### config.mk
export PLATFORM = sky130hd
export DESIGN_NAME = dump_arbiter_flat
export DESIGN_NICKNAME = d
export VERILOG_FILES = /design/src/rtl/dump_arbiter_if.sv /design/src/rtl/dump_arbiter.sv /design/src/flat_wrapper.sv
export SDC_FILE = /design/constraint.sdc
export NUM_CORES = 1
export LEC_CHECK = 0
export BUFFER_PORTS_ARGS = -buffer_cell sky130_fd_sc_hd__clkbuf_2
export CAP_MARGIN = 20
export CORE_MARGIN = 1
export CORE_UTILIZATION = 48
export DETAILED_ROUTE_END_ITERATION = 10
export PLACE_DENSITY_LB_ADDON = 0.3
export REMOVE_ABC_BUFFERS = 1
export SETUP_SLACK_MARGIN = 0.4
export SYNTH_ARGS = -nofsm -noshare
export SYNTH_HDL_FRONTEND = slang
export SYNTH_SLANG_ARGS = --single-unit
### constraint.sdc
create_clock -name SYSCLK -period 4 [get_ports SYSCLK]
set_clock_uncertainty 0.1 [all_clocks]
set_input_delay 1 -clock SYSCLK [delete_from_list [all_inputs] [get_ports SYSCLK]]
set_output_delay 1 -clock SYSCLK [all_outputs]
set_load 0.01 [all_outputs]
### src/rtl/dump_arbiter_if.sv
// Bundle of per-channel dump signals and the shared IPbus RAM/handshake port
// seen by dump_arbiter; the arbiter takes the slave view.
interface dump_arbiter_if #(
  parameter int CHW = 2
);
  localparam int NCH = 2**CHW;

  // dataChannel side
  logic [NCH-1:0]    req;
  logic [NCH*32-1:0] ch_ram_data;
  logic [NCH*8-1:0]  ch_ram_address;
  logic [NCH-1:0]    ch_ram_we;
  logic [NCH-1:0]    ch_handshakeFPGA;
  logic [NCH-1:0]    ch_handshakePC;
  logic [NCH-1:0]    grant;

  // IPbus side
  logic              handshakePC;
  logic [31:0]       IPbus_RAM_data;
  logic [7:0]        IPbus_RAM_address;
  logic              IPbus_RAM_we;
  logic              handshakeFPGA;

  // status
  logic [CHW-1:0]    active_ch;
  logic              busy;
  logic [15:0]       timeout_count;

  modport slave (
    input  req, ch_ram_data, ch_ram_address, ch_ram_we, ch_handshakeFPGA, handshakePC,
    output grant, ch_handshakePC, IPbus_RAM_data, IPbus_RAM_address, IPbus_RAM_we,
           handshakeFPGA, active_ch, busy, timeout_count
  );

  modport master (
    output req, ch_ram_data, ch_ram_address, ch_ram_we, ch_handshakeFPGA, handshakePC,
    input  grant, ch_handshakePC, IPbus_RAM_data, IPbus_RAM_address, IPbus_RAM_we,
           handshakeFPGA, active_ch, busy, timeout_count
  );
endinterface

### src/rtl/dump_arbiter.sv
// Round-robin arbiter sharing one IPbus DPRAM write port and PC handshake pair
// between dataChannels; a grant ends on a full four-phase handshake or a timeout.
module dump_arbiter #(
  parameter int          CHW     = 2,
  parameter logic [15:0] TIMEOUT = 16'hFFFF
) (
  input  logic          SYSCLK,
  input  logic          RESET,
  dump_arbiter_if.slave bus
);
  localparam int NCH = 2**CHW;

  localparam logic [2:0] IDLE      = 3'd0;
  localparam logic [2:0] GRANT     = 3'd1;
  localparam logic [2:0] WAITPC    = 3'd2;
  localparam logic [2:0] WAITREL   = 3'd3;
  localparam logic [2:0] WAITPCLOW = 3'd4;
  localparam logic [2:0] RELEASE   = 3'd5;

  logic [2:0]     state_reg,  state_next;
  logic [NCH-1:0] grant_reg,  grant_next;
  logic [CHW-1:0] active_reg, active_next;
  logic [CHW-1:0] ptr_reg,    ptr_next;
  logic [15:0]    timer_reg,  timer_next;
  logic [15:0]    tcount_reg, tcount_next;

  logic [31:0]    ram_data_reg;
  logic [7:0]     ram_addr_reg;
  logic           ram_we_reg;
  logic           hs_fpga_reg;

  logic [31:0]    ch_data [NCH];
  logic [7:0]     ch_addr [NCH];

  generate
    for (genvar gi = 0; gi < NCH; gi++) begin : g_ch
      assign ch_data[gi] = bus.ch_ram_data[32*gi +: 32];
      assign ch_addr[gi] = bus.ch_ram_address[8*gi +: 8];
    end
  endgenerate

  // Round-robin pick: first requester at ptr+1, ptr+2, ... (wrapping). The loop
  // runs from the farthest offset down so the nearest requester is kept last.
  logic           win_found;
  logic [CHW-1:0] win_idx;
  logic [CHW-1:0] cand;

  always_comb begin
    win_found = 1'b0;
    win_idx   = ptr_reg;
    cand      = ptr_reg;
    for (int k = NCH; k >= 1; k--) begin
      cand = ptr_reg + CHW'(k);
      if (bus.req[cand]) begin
        win_found = 1'b1;
        win_idx   = cand;
      end
    end
  end

  logic sel_req;
  logic sel_hs;
  logic in_timed;
  logic timer_hit;

  assign sel_req  = bus.req[active_reg];
  assign sel_hs   = bus.ch_handshakeFPGA[active_reg];
  assign in_timed = (state_reg == GRANT)   || (state_reg == WAITPC) ||
                    (state_reg == WAITREL) || (state_reg == WAITPCLOW);
  // The counter starts at 0 on entry, so a state is left after TIMEOUT cycles.
  assign timer_hit = in_timed && (timer_reg == TIMEOUT - 16'd1);

  always_comb begin
    state_next  = state_reg;
    grant_next  = grant_reg;
    active_next = active_reg;
    ptr_next    = ptr_reg;
    tcount_next = tcount_reg;
    timer_next  = '0;

    case (state_reg)
      IDLE: begin
        if (win_found) begin
          state_next  = GRANT;
          grant_next  = NCH'(1) << win_idx;
          active_next = win_idx;
        end
      end
      GRANT: begin
        if (!sel_req) begin
          state_next = RELEASE;
        end else if (sel_hs) begin
          state_next = WAITPC;
        end
      end
      WAITPC: begin
        if (bus.handshakePC) begin
          state_next = WAITREL;
        end
      end
      WAITREL: begin
        if (!sel_hs) begin
          state_next = WAITPCLOW;
        end
      end
      WAITPCLOW: begin
        if (!bus.handshakePC) begin
          state_next = RELEASE;
        end
      end
      RELEASE: begin
        state_next = IDLE;
        ptr_next   = active_reg;
      end
      default: begin
        state_next = IDLE;
        grant_next = '0;
      end
    endcase

    // Timeout overrides whatever the handshake would have done this cycle.
    if (timer_hit) begin
      state_next = RELEASE;
      if (tcount_reg != 16'hFFFF) begin
        tcount_next = tcount_reg + 16'd1;
      end
    end

    if (state_next == RELEASE) begin
      grant_next = '0;
    end

    if (state_reg != IDLE && state_next == state_reg) begin
      timer_next = timer_reg + 16'd1;
    end
  end

  always_ff @(posedge SYSCLK) begin
    if (RESET) begin
      state_reg  <= IDLE;
      grant_reg  <= '0;
      active_reg <= '0;
      ptr_reg    <= {CHW{1'b1}};
      timer_reg  <= '0;
      tcount_reg <= '0;
    end else begin
      state_reg  <= state_next;
      grant_reg  <= grant_next;
      active_reg <= active_next;
      ptr_reg    <= ptr_next;
      timer_reg  <= timer_next;
      tcount_reg <= tcount_next;
    end
  end

  // Data, address and write enable share one register stage to stay aligned.
  always_ff @(posedge SYSCLK) begin
    if (RESET || grant_reg == '0) begin
      ram_data_reg <= '0;
      ram_addr_reg <= '0;
      ram_we_reg   <= 1'b0;
      hs_fpga_reg  <= 1'b0;
    end else begin
      ram_data_reg <= ch_data[active_reg];
      ram_addr_reg <= ch_addr[active_reg];
      ram_we_reg   <= bus.ch_ram_we[active_reg];
      hs_fpga_reg  <= sel_hs;
    end
  end

  assign bus.grant             = grant_reg;
  assign bus.ch_handshakePC    = {NCH{bus.handshakePC}} & grant_reg;
  assign bus.IPbus_RAM_data    = ram_data_reg;
  assign bus.IPbus_RAM_address = ram_addr_reg;
  assign bus.IPbus_RAM_we      = ram_we_reg;
  assign bus.handshakeFPGA     = hs_fpga_reg;
  assign bus.active_ch         = active_reg;
  assign bus.busy              = (state_reg != IDLE);
  assign bus.timeout_count     = tcount_reg;
endmodule

### src/flat_wrapper.sv
// flat-port wrapper written by rule: the top's interface ports become plain ports
module dump_arbiter_flat 
#(
  parameter int          CHW     = 2,
  parameter logic [15:0] TIMEOUT = 16'hFFFF
)
  (SYSCLK, RESET, bus_req, bus_ch_ram_data, bus_ch_ram_address, bus_ch_ram_we, bus_ch_handshakeFPGA, bus_handshakePC, bus_grant, bus_ch_handshakePC, bus_IPbus_RAM_data, bus_IPbus_RAM_address, bus_IPbus_RAM_we, bus_handshakeFPGA, bus_active_ch, bus_busy, bus_timeout_count);
  dump_arbiter_if #(.CHW(CHW)) bus_i ();
  input  logic SYSCLK;
  input  logic RESET;
  input wire logic [$bits(bus_i.req)-1:0] bus_req;
  input wire logic [$bits(bus_i.ch_ram_data)-1:0] bus_ch_ram_data;
  input wire logic [$bits(bus_i.ch_ram_address)-1:0] bus_ch_ram_address;
  input wire logic [$bits(bus_i.ch_ram_we)-1:0] bus_ch_ram_we;
  input wire logic [$bits(bus_i.ch_handshakeFPGA)-1:0] bus_ch_handshakeFPGA;
  input wire logic [$bits(bus_i.handshakePC)-1:0] bus_handshakePC;
  output wire logic [$bits(bus_i.grant)-1:0] bus_grant;
  output wire logic [$bits(bus_i.ch_handshakePC)-1:0] bus_ch_handshakePC;
  output wire logic [$bits(bus_i.IPbus_RAM_data)-1:0] bus_IPbus_RAM_data;
  output wire logic [$bits(bus_i.IPbus_RAM_address)-1:0] bus_IPbus_RAM_address;
  output wire logic [$bits(bus_i.IPbus_RAM_we)-1:0] bus_IPbus_RAM_we;
  output wire logic [$bits(bus_i.handshakeFPGA)-1:0] bus_handshakeFPGA;
  output wire logic [$bits(bus_i.active_ch)-1:0] bus_active_ch;
  output wire logic [$bits(bus_i.busy)-1:0] bus_busy;
  output wire logic [$bits(bus_i.timeout_count)-1:0] bus_timeout_count;
  assign bus_i.req = bus_req;
  assign bus_i.ch_ram_data = bus_ch_ram_data;
  assign bus_i.ch_ram_address = bus_ch_ram_address;
  assign bus_i.ch_ram_we = bus_ch_ram_we;
  assign bus_i.ch_handshakeFPGA = bus_ch_handshakeFPGA;
  assign bus_i.handshakePC = bus_handshakePC;
  assign bus_grant = bus_i.grant;
  assign bus_ch_handshakePC = bus_i.ch_handshakePC;
  assign bus_IPbus_RAM_data = bus_i.IPbus_RAM_data;
  assign bus_IPbus_RAM_address = bus_i.IPbus_RAM_address;
  assign bus_IPbus_RAM_we = bus_i.IPbus_RAM_we;
  assign bus_handshakeFPGA = bus_i.handshakeFPGA;
  assign bus_active_ch = bus_i.active_ch;
  assign bus_busy = bus_i.busy;
  assign bus_timeout_count = bus_i.timeout_count;
  dump_arbiter #(.CHW(CHW), .TIMEOUT(TIMEOUT)) u_core (.SYSCLK(SYSCLK), .RESET(RESET), .bus(bus_i));
endmodule
# Word level (Yosys, flattened, before mapping)
# Cells that the tools add are included.
# word_totals
reg_bits	85
latchBits	0
mem_bits_rw	0
romBits	0
in_bits	175
output_inout_bits	69
wordCells	88
memories	0
# classes
addsub	5
mul	0
div	0
order_cmp	6
eq_ne	10
shift	1
n_mux	37
bitwise	4
reduce_logical	15
# op_table
cell	count
$bmux 32 s2	1
$mux 32	2
$add 16x1->16 const B	2
$mux 3	7
$bmux 8 s2	1
$eq 16x16->1 const B	1
$mux 8	2
$ne 16x16->1 const B	1
$lt 2x3->1 const B	5
$pmux 3 s5	1
$bmux 1 s2	7
$mux 1	11
$eq 3x3->1 const B	3
$pmux 4 s2	1
$eq 3x2->1 const B	2
$mux 2	3
$reduce_and 2->1	3
$reduce_or 5->1	1
$add 2x2->2 const B	2
$and 4x4->4	1
$logic_not 4->1	1
$logic_or 1x1->1	4
$mux 4	1
$reduce_or 2->1	2
11 further kinds	13

# Logic depth before layout (Yosys ltp)
# Gate-level depths: netlist (run 1).
# depth
word_depth	13
mapped_depth	8
ltp_nobuf	7

# Worst setup path after synthesis (run 1)
# No wires, ideal clock.
# synth_timing
kind	input port to flip-flop
start	in bus_req[1]
end	reg u_core.timer_reg[10]
setup_time_ns	0.073
t_arrival_ns	2.370
required_ns	3.827
setup_slack_ns	1.457
stages	6
n_path_buf	1
path_cell_list	or4_1 > o211ai_1 > a21o_1 > nand2_1 > buf_2 > nor3_2
# synth_via
elab_chain_len	13
word_cells_on_any_way	22
classes_between	eq/ne: 1; mux: 18; bitwise: 1; reduce/logical: 2
# synth_lines
element	line_no	rtl
from (decl)	flat_wrapper.sv:11	input wire logic [$bits(bus_i.req)-1:0] bus_req;
$bmux 1 s2	dump_arbiter.sv:54	if (bus.req[cand]) begin
$mux 1 (not written as such)	dump_arbiter.sv:54	
$mux 1 (4 in series)	dump_arbiter.sv:54	
$mux 3	dump_arbiter.sv:83	if (win_found) begin
$pmux 3 s5 *	dump_arbiter.sv:81	case (state_reg)
$mux 3 *	dump_arbiter.sv:122	if (timer_hit) begin
$eq 3x3->1 *	dump_arbiter.sv:133	if (state_reg != IDLE && state_next == state_reg) begin
$logic_and 1x1->1 *	dump_arbiter.sv:133	
$not 1->1 (no line) *	--	
$reduce_or 2->1 (no line) *	--	
to (signal assigned)	dump_arbiter.sv:151	timer_reg <= timer_next;
to (decl)	dump_arbiter.sv:24	logic [15:0] timer_reg, timer_next;
# Every way passes the cells marked *; elsewhere a longest branch is shown, timed or not. The select of a mux whose other input is x is not followed.
# A chain may end at the register's enable or synchronous reset.

# Worst setup path after layout (run 1)
# layout_timing
start	reg u_core.active_reg[0], in the netlist u_core.bus.active_ch[0]
end	out bus_active_ch[0]
# layout_lines
element	line_no	rtl
from (decl)	dump_arbiter.sv:22	logic [CHW-1:0] active_reg, active_next;
from (signal assigned)	dump_arbiter.sv:149	active_reg <= active_next;
to (decl)	flat_wrapper.sv:23	output wire logic [$bits(bus_i.active_ch)-1:0] bus_active_ch;
# No word-level cell between the ends.

==> results of run 1 <==
==> worst reg2reg max path, cell delays in order, from the launching register on <==
cell and delay (ns):
dfxtp_1 0.67, nor3_4 0.11, inv_2 0.12, nand4_1 0.21
nor3_1 0.70, and4_1 0.30, mux2_2 0.33
==> worst min path at each step <==
stage,to,cells after the start
5_1_grt,u_core.bus.timeout_count[1]$_SDFFE_PP0P_,2
3_3_place_gp,u_core.bus.timeout_count[9]$_SDFFE_PP0P_,2
2_1_floorplan,u_core.bus.grant[0]$_SDFFE_PP0P_,2
6_report,u_core.bus.timeout_count[9]$_SDFFE_PP0P_,2
4_1_cts,u_core.bus.timeout_count[1]$_SDFFE_PP0P_,2
3_5_place_dp,u_core.bus.timeout_count[1]$_SDFFE_PP0P_,2
==> metal layers <==
layer,vias to the layer above,track usage,part of all wire
li1,2018,-,-
met1,2058,0.2969,0.37
met2,221,0.4897,0.53
met3,21,0.04868,0.081
met4,0,0.08726,0.016
met5,-,0,0
==> per-stage QoR <==
step / setup slack (ns) / hold WS, ns
6_report: 1.213 / 0.4221
5_1_grt: 1.059 / 0.4538
4_1_cts: 1.137 / 0.4231
3_5_place_dp: 0.9461 / 0.4083
3_3_place_gp: 1.086 / 0.3897
2_1_floorplan: -0.01524 / 0.4003
==> power by group <==
group / leakage, nW / internal, mW / switching (mW) / total (mW)
Combinational: 1.77 / 0.403 / 0.359 / 0.762
Sequential: 0.690 / 0.931 / 0.0814 / 1.01
Clock: 0.116 / 0.394 / 0.309 / 0.703
Total: 2.58 / 1.73 / 0.750 / 2.48
==> cells by family (layout without fill, tap and decap cells) <==
logic type,count (synthesis),after routing,synth area share
AO/OA/AOI/OAI,46,46,0.06317
XOR/XNOR,17,17,0.03356
adder cells (fa/ha/maj),3,3,0.008461
buffers and inverters,31,269,0.03130
flip-flops,85,85,0.3835
multiplexers,49,49,0.2329
AND/OR/NAND/NOR,187,187,0.2470
==> final cells by class <==
type | count | area, um^2
fillers | 743 | 2904
multi-input cells | 302 | 2604
flip-flops and latches | 85 | 1707
repair buffers | 246 | 1239
clock buffers | 12 | 156.4
well taps | 108 | 135.1
clock inverters | 4 | 77.57
inverters | 7 | 26.28
==> placed cells by master (no fill, tap or decap), drive strengths merged, types with 8 or more instances in the layout <==
cell and n:
or3 8, xnor2 9, nor2b 47, dfxtp 85, nor3 25, nand3 17, nand2 25, clkbuf 255
a21oi 17, nand4 11, xor2 8, inv 8, nor2 21, mux4 43, o21ai 12
==> metrics.txt, run 1 <==
gr usage total=0.2611; Antenna Nets Post-Route=0; vias in the first global route=4226; Post-CTS Setup Inserts=0; FF-to-FF path depth=6; number of flip-flops under the largest register name=32; Post-Syn Area=0.004437 mm^2; Residual DRC=16; first-pass GRT wire length=19600 um; RSZ-0062 raised after global routing=no; clock latency on the worst-skew pair=0.36 ns; clock-pin slew on the worst setup and hold paths=0.10 ns; CTS resizes=0; DP HPWL=10190 um; most frequent cell after synthesis=dfxtp_1; PD cells=416.7 mW/mm^2; static leakage=2.576 nW; DR iter-0 viols=158; R2R setup slack=1.36 ns; io pins=244; routability congestion estimate=0.8646; Routed WL=12850 um; post-layout power=2.477 mW; failing checks=DRC; Critical Path RT=2.90 ns; nets=829; drt pass-1 iters=8; Seq/Total Area, Yosys=0.3835; Post-synth top cells=85 x dfxtp_1, 47 x nor2b_1, 43 x mux4_2; share of cells above drive strength 1=0.4985; Worst R2R Start=u_core.state_reg[1]$_SDFF_PP0_; post-layout util=0.6718; Layout area overhead=33.98%; top cell type's share of synthesized area=0.3835; crit path DAT=1.69 ns; Post-synth EDFFs=0; final hold violations=0; worst hold start=u_core.bus.timeout_count[9]$_SDFFE_PP0P_; Top delay family on crit path=buffers and inverters; WS Path Type=flip-flop to output port; status=finished, violations left; setup TNS=0 ns; vias per inst=5.652; WP depth=2; Longest Clk Path Bufs=2; routed vias=4318; ys async rst share=0; Mean Syn Cell Area=10.61 um^2; initial antenna violation count=0; hold_buf cts=0; DR WL/cell=16.81 um; Slew Viols, Final=0; Initial Utilization=0.5014; Main synth FF type=dfxtp_1; die area=0.009631 mm^2; crit path max fanout=32; origin of the worst setup path=u_core.bus.active_ch[0]$_SDFFE_PP0P_; max-cap violation count=0; placed instance area=0.005710 mm^2; leading post-synthesis cells by cell area=dfxtp_1 38%, mux4_2 22%, nor2b_1 6.6%; HP Class=flip-flop to flip-flop; die width=98.14 um; Yosys warnings=0; slowest cell delay on critical path=0.55 ns; Placed Cells=748; Core Region=0.008848 mm^2; startpoint types=flip-flop; root buffer cell=clkbuf_8; Synth cell types=50; final clock period utilization by the worst path=0.6968; minimum clock period=2.787 ns; Slew @ Worst Pin=0.7549 ns; cells along the critical path=buf_4 -> clkbuf_2; Final Non-Filler Cells=764; cts bufs inserted=9; grt ovf=0; Worst Setup EP=bus_active_ch[0]; # rows=34; ant diodes=0; FF-to-FF End=u_core.bus.timeout_count[4]$_SDFFE_PP0P_; Buffers & Inverters on Critical Path=2; number of setup violations in the final report=0; Relative slew margins=0.4929; H-tree levels=3; CP endpoint kind=output port; VDD IR max=0.2698 mV; Final Cell Area=0.005944 mm^2; die height=98.14 um; leading area contributor after synthesis=dfxtp_1; CTS sink cnt=85; IO buf count=243; TritonCTS clock tree=built; synthesized instance count=418; Seq cells post-synth=85; largest net degree at the start of global routing=43; Slowest-stage cell, CP=buf_4; Max Freq=358.8 MHz
No activity file was read; power rests on OpenSTA's default activity.
==> run 2: changes to the inputs <==
--- a/config.mk
+++ b/config.mk
@@ -5,10 +5,11 @@
 export SDC_FILE = /design/constraint.sdc
 export NUM_CORES = 1
 export LEC_CHECK = 0
+export ABC_AREA = 1
 export BUFFER_PORTS_ARGS = -buffer_cell sky130_fd_sc_hd__clkbuf_2
 export CAP_MARGIN = 20
 export CORE_MARGIN = 1
-export CORE_UTILIZATION = 48
+export CORE_UTILIZATION = 46
 export DETAILED_ROUTE_END_ITERATION = 10
 export PLACE_DENSITY_LB_ADDON = 0.3
 export REMOVE_ABC_BUFFERS = 1
==> constraint.sdc (replaced) <==
create_clock -name SYSCLK -period 2.7 [get_ports SYSCLK]
set_clock_uncertainty 0.1 [all_clocks]
set_input_delay 0.675 -clock SYSCLK [delete_from_list [all_inputs] [get_ports SYSCLK]]
set_output_delay 0.675 -clock SYSCLK [all_outputs]
set_load 0.01 [all_outputs]
==> metrics.txt, run 2 <==
cts bufs inserted=9 (unchanged); slowest cell delay on critical path=0.38 ns (-0.17 ns); Slowest-stage cell, CP=dfxtp_1; routed vias=5529 (+28%); Residual DRC=0 (-16); io pins=244 (unchanged); Antenna Nets Post-Route=0 (unchanged); RSZ-0062 raised after global routing=yes; Initial Utilization=0.4805 (-0.02095); Slew @ Worst Pin=1.102 ns (+0.3473 ns); crit path DAT=2.28 ns (+0.59 ns); Synth cell types=33 (-34%); PD cells=779.2 mW/mm^2 (+87%); die height=103.5 um (+5.5%); synthesized instance count=745 (+78%); commonest non-fill, non-tap cell in the layout=clkbuf_2; number of flip-flops under the largest register name=32 (unchanged); die width=103.5 um (+5.5%); max-cap violation count=0 (unchanged); Seq cells post-synth=85 (unchanged); cells along the critical path=nand2_1 -> nor2_1 -> nand3_1 -> nor3_1 -> nand3_1 -> inv_1 -> nand2_1 -> a21oi_1; Yosys warnings=0 (unchanged); most frequent cells in the layout=243 x clkbuf_2, 199 x nor2_1, 120 x nand2_1, 89 x o21ai_0, 83 x dfxtp_1; crit path max fanout=12 (-63%); TritonCTS clock tree=built; Top delay family on crit path=simple AND/OR/NAND/NOR gates; Buffers & Inverters on Critical Path=1 (-1); top cell type's share of synthesized area=0.3590 (-0.02450); root buffer cell=clkbuf_8; minimum clock period=2.078 ns; number of setup violations in the final report=0 (unchanged); most frequent cell after synthesis=nor2_1; clock latency on the worst-skew pair=0.36 ns (about the same); initial antenna violation count=0 (unchanged); vias in the first global route=5171 (+22%); routability congestion estimate=0.9805 (+13%); largest net degree at the start of global routing=58 (+35%); share of cells above drive strength 1=0.3060 (-0.1924); Slew Viols, Final=0 (unchanged); H-tree levels=3 (unchanged); final clock period utilization by the worst path=0.7695; Longest Clk Path Bufs=2 (unchanged); CTS sink cnt=85 (unchanged); # rows=36 (+5.9%); Seq/Total Area, Yosys=0.3590 (-0.02450); drt pass-1 iters=5 (-3); IO buf count=243 (unchanged); Core Region=0.009864 mm^2 (+11%); static leakage=3.017 nW (+17%); vias per inst=4.981 (-12%); gr usage total=0.2924 (+0.03135); Relative slew margins=0.2627 (-0.2302); Max Freq=481.3 MHz; Main synth FF type=dfxtp_1; DR WL/cell=13.78 um (-18%); post-layout util=0.6345 (-0.03735); CP endpoint kind=flip-flop; first-pass GRT wire length=25050 um (+28%); HP Class=flip-flop to flip-flop; Post-Syn Area=0.004740 mm^2 (+6.8%); Routed WL=15300 um (+19%); DR iter-0 viols=211 (+34%); grt ovf=0 (unchanged); DP HPWL=11840 um (+16%); leading post-synthesis cells by cell area=dfxtp_1 36%, nor2_1 16%, nand2_1 9.5%; post-route setup slack=0.6222 ns (-0.5907 ns); hold_buf cts=0 (unchanged); post-layout power=4.876 mW (+97%); VDD IR max=0.5627 mV (+110%); WS Path Type=flip-flop to flip-flop; Post-synth EDFFs=0 (unchanged); ys async rst share=0 (unchanged); startpoint types=flip-flop; Mean Syn Cell Area=6.362 um^2 (-40%); ant diodes=0 (unchanged); clock-pin slew on the worst setup and hold paths=0.09 ns (about the same); Post-synth top cells=199 x nor2_1, 120 x nand2_1, 89 x o21ai_0; status=finished, final reports clean; die area=0.01071 mm^2 (+11%); Layout area overhead=32.05%; Critical Path RT=2.90 ns (about the same); nets=1150 (+39%); worst slack, placed=0.5284 ns (-0.4177 ns); final hold violations=0 (unchanged); leading area contributor after synthesis=dfxtp_1
==> run 2: changes by cell type after synthesis, sizes merged, moves of 43 or more <==
cell and delta:
nand2 +99, nor2b -47, mux4 -43, o21ai +77, a21oi +52, nor2 +192
==> run 2: what timing repair did <==
item,in CTS,in global routing
gates resized for setup,0,1
endpoints found under the setup margin,0,16
buffers inserted,0,0
==> run 2: layer usage <==
layer / wire length (um) / track usage
met1: 6660 / 0.3753
met2: 6924 / 0.4684
met3: 1376 / 0.08685
met4: 339 / 0.09627
met5: 0 / 0
==> run 2: report_power, final <==
group / switching [mW] / internal (mW) / leakage [nW] / total [mW]
combinational: 1.51 / 0.794 / 2.24 / 2.31
clock: 0.486 / 0.430 / 0.0918 / 0.916
sequential: 0.142 / 1.51 / 0.690 / 1.65
total: 2.14 / 2.74 / 3.02 / 4.88
==> run 2: cell type report <==
cell class | instances | area, um^2
fillers | 991 | 3606
multi-input cells | 578 | 2714
clock buffers | 9 | 123.9
flip-flops and latches | 85 | 1707
inverters | 43 | 166.4
clock inverters | 7 | 75.07
well taps | 133 | 166.4
repair buffers | 255 | 1306
==> run 2: through the flow <==
step	setup TNS [ns]	area, um^2	std cells	hold WS (ns)
final	0	6259	1110	0.3580
after global routing	0	6259	1110	0.3902
after CTS	0	6257	1110	0.3639
after detailed placement	0	6058	1094	0.3558
after global placement	0	6058	1094	0.3297
after floorplan	-77.41	4569	706	0.3173
==> run 2: cell families (layout without fill, tap and decap cells) <==
family / after synthesis / after routing / share of synthesized area
flops: 85 / 85 / 0.3590
simple gates: 385 / 385 / 0.3347
compound gates: 163 / 163 / 0.1777
buf+inv: 82 / 314 / 0.07075
fa+ha+maj: 3 / 3 / 0.007921
xor+xnor: 27 / 27 / 0.04990
==> run 2: path summary, 6_finish.rpt <==
path,from,to,slack [ns],cells past startpoint
max,u_core.timer_reg[6]$_SDFF_PP0_,u_core.bus.timeout_count[4]$_SDFFE_PP0P_,0.62,8
min,u_core.timer_reg[0]$_SDFF_PP0_,u_core.timer_reg[0]$_SDFF_PP0_,0.36,1
max reg2reg,u_core.timer_reg[6]$_SDFF_PP0_,u_core.bus.timeout_count[4]$_SDFFE_PP0P_,0.62,8
min reg2reg,u_core.timer_reg[0]$_SDFF_PP0_,u_core.timer_reg[0]$_SDFF_PP0_,0.36,1
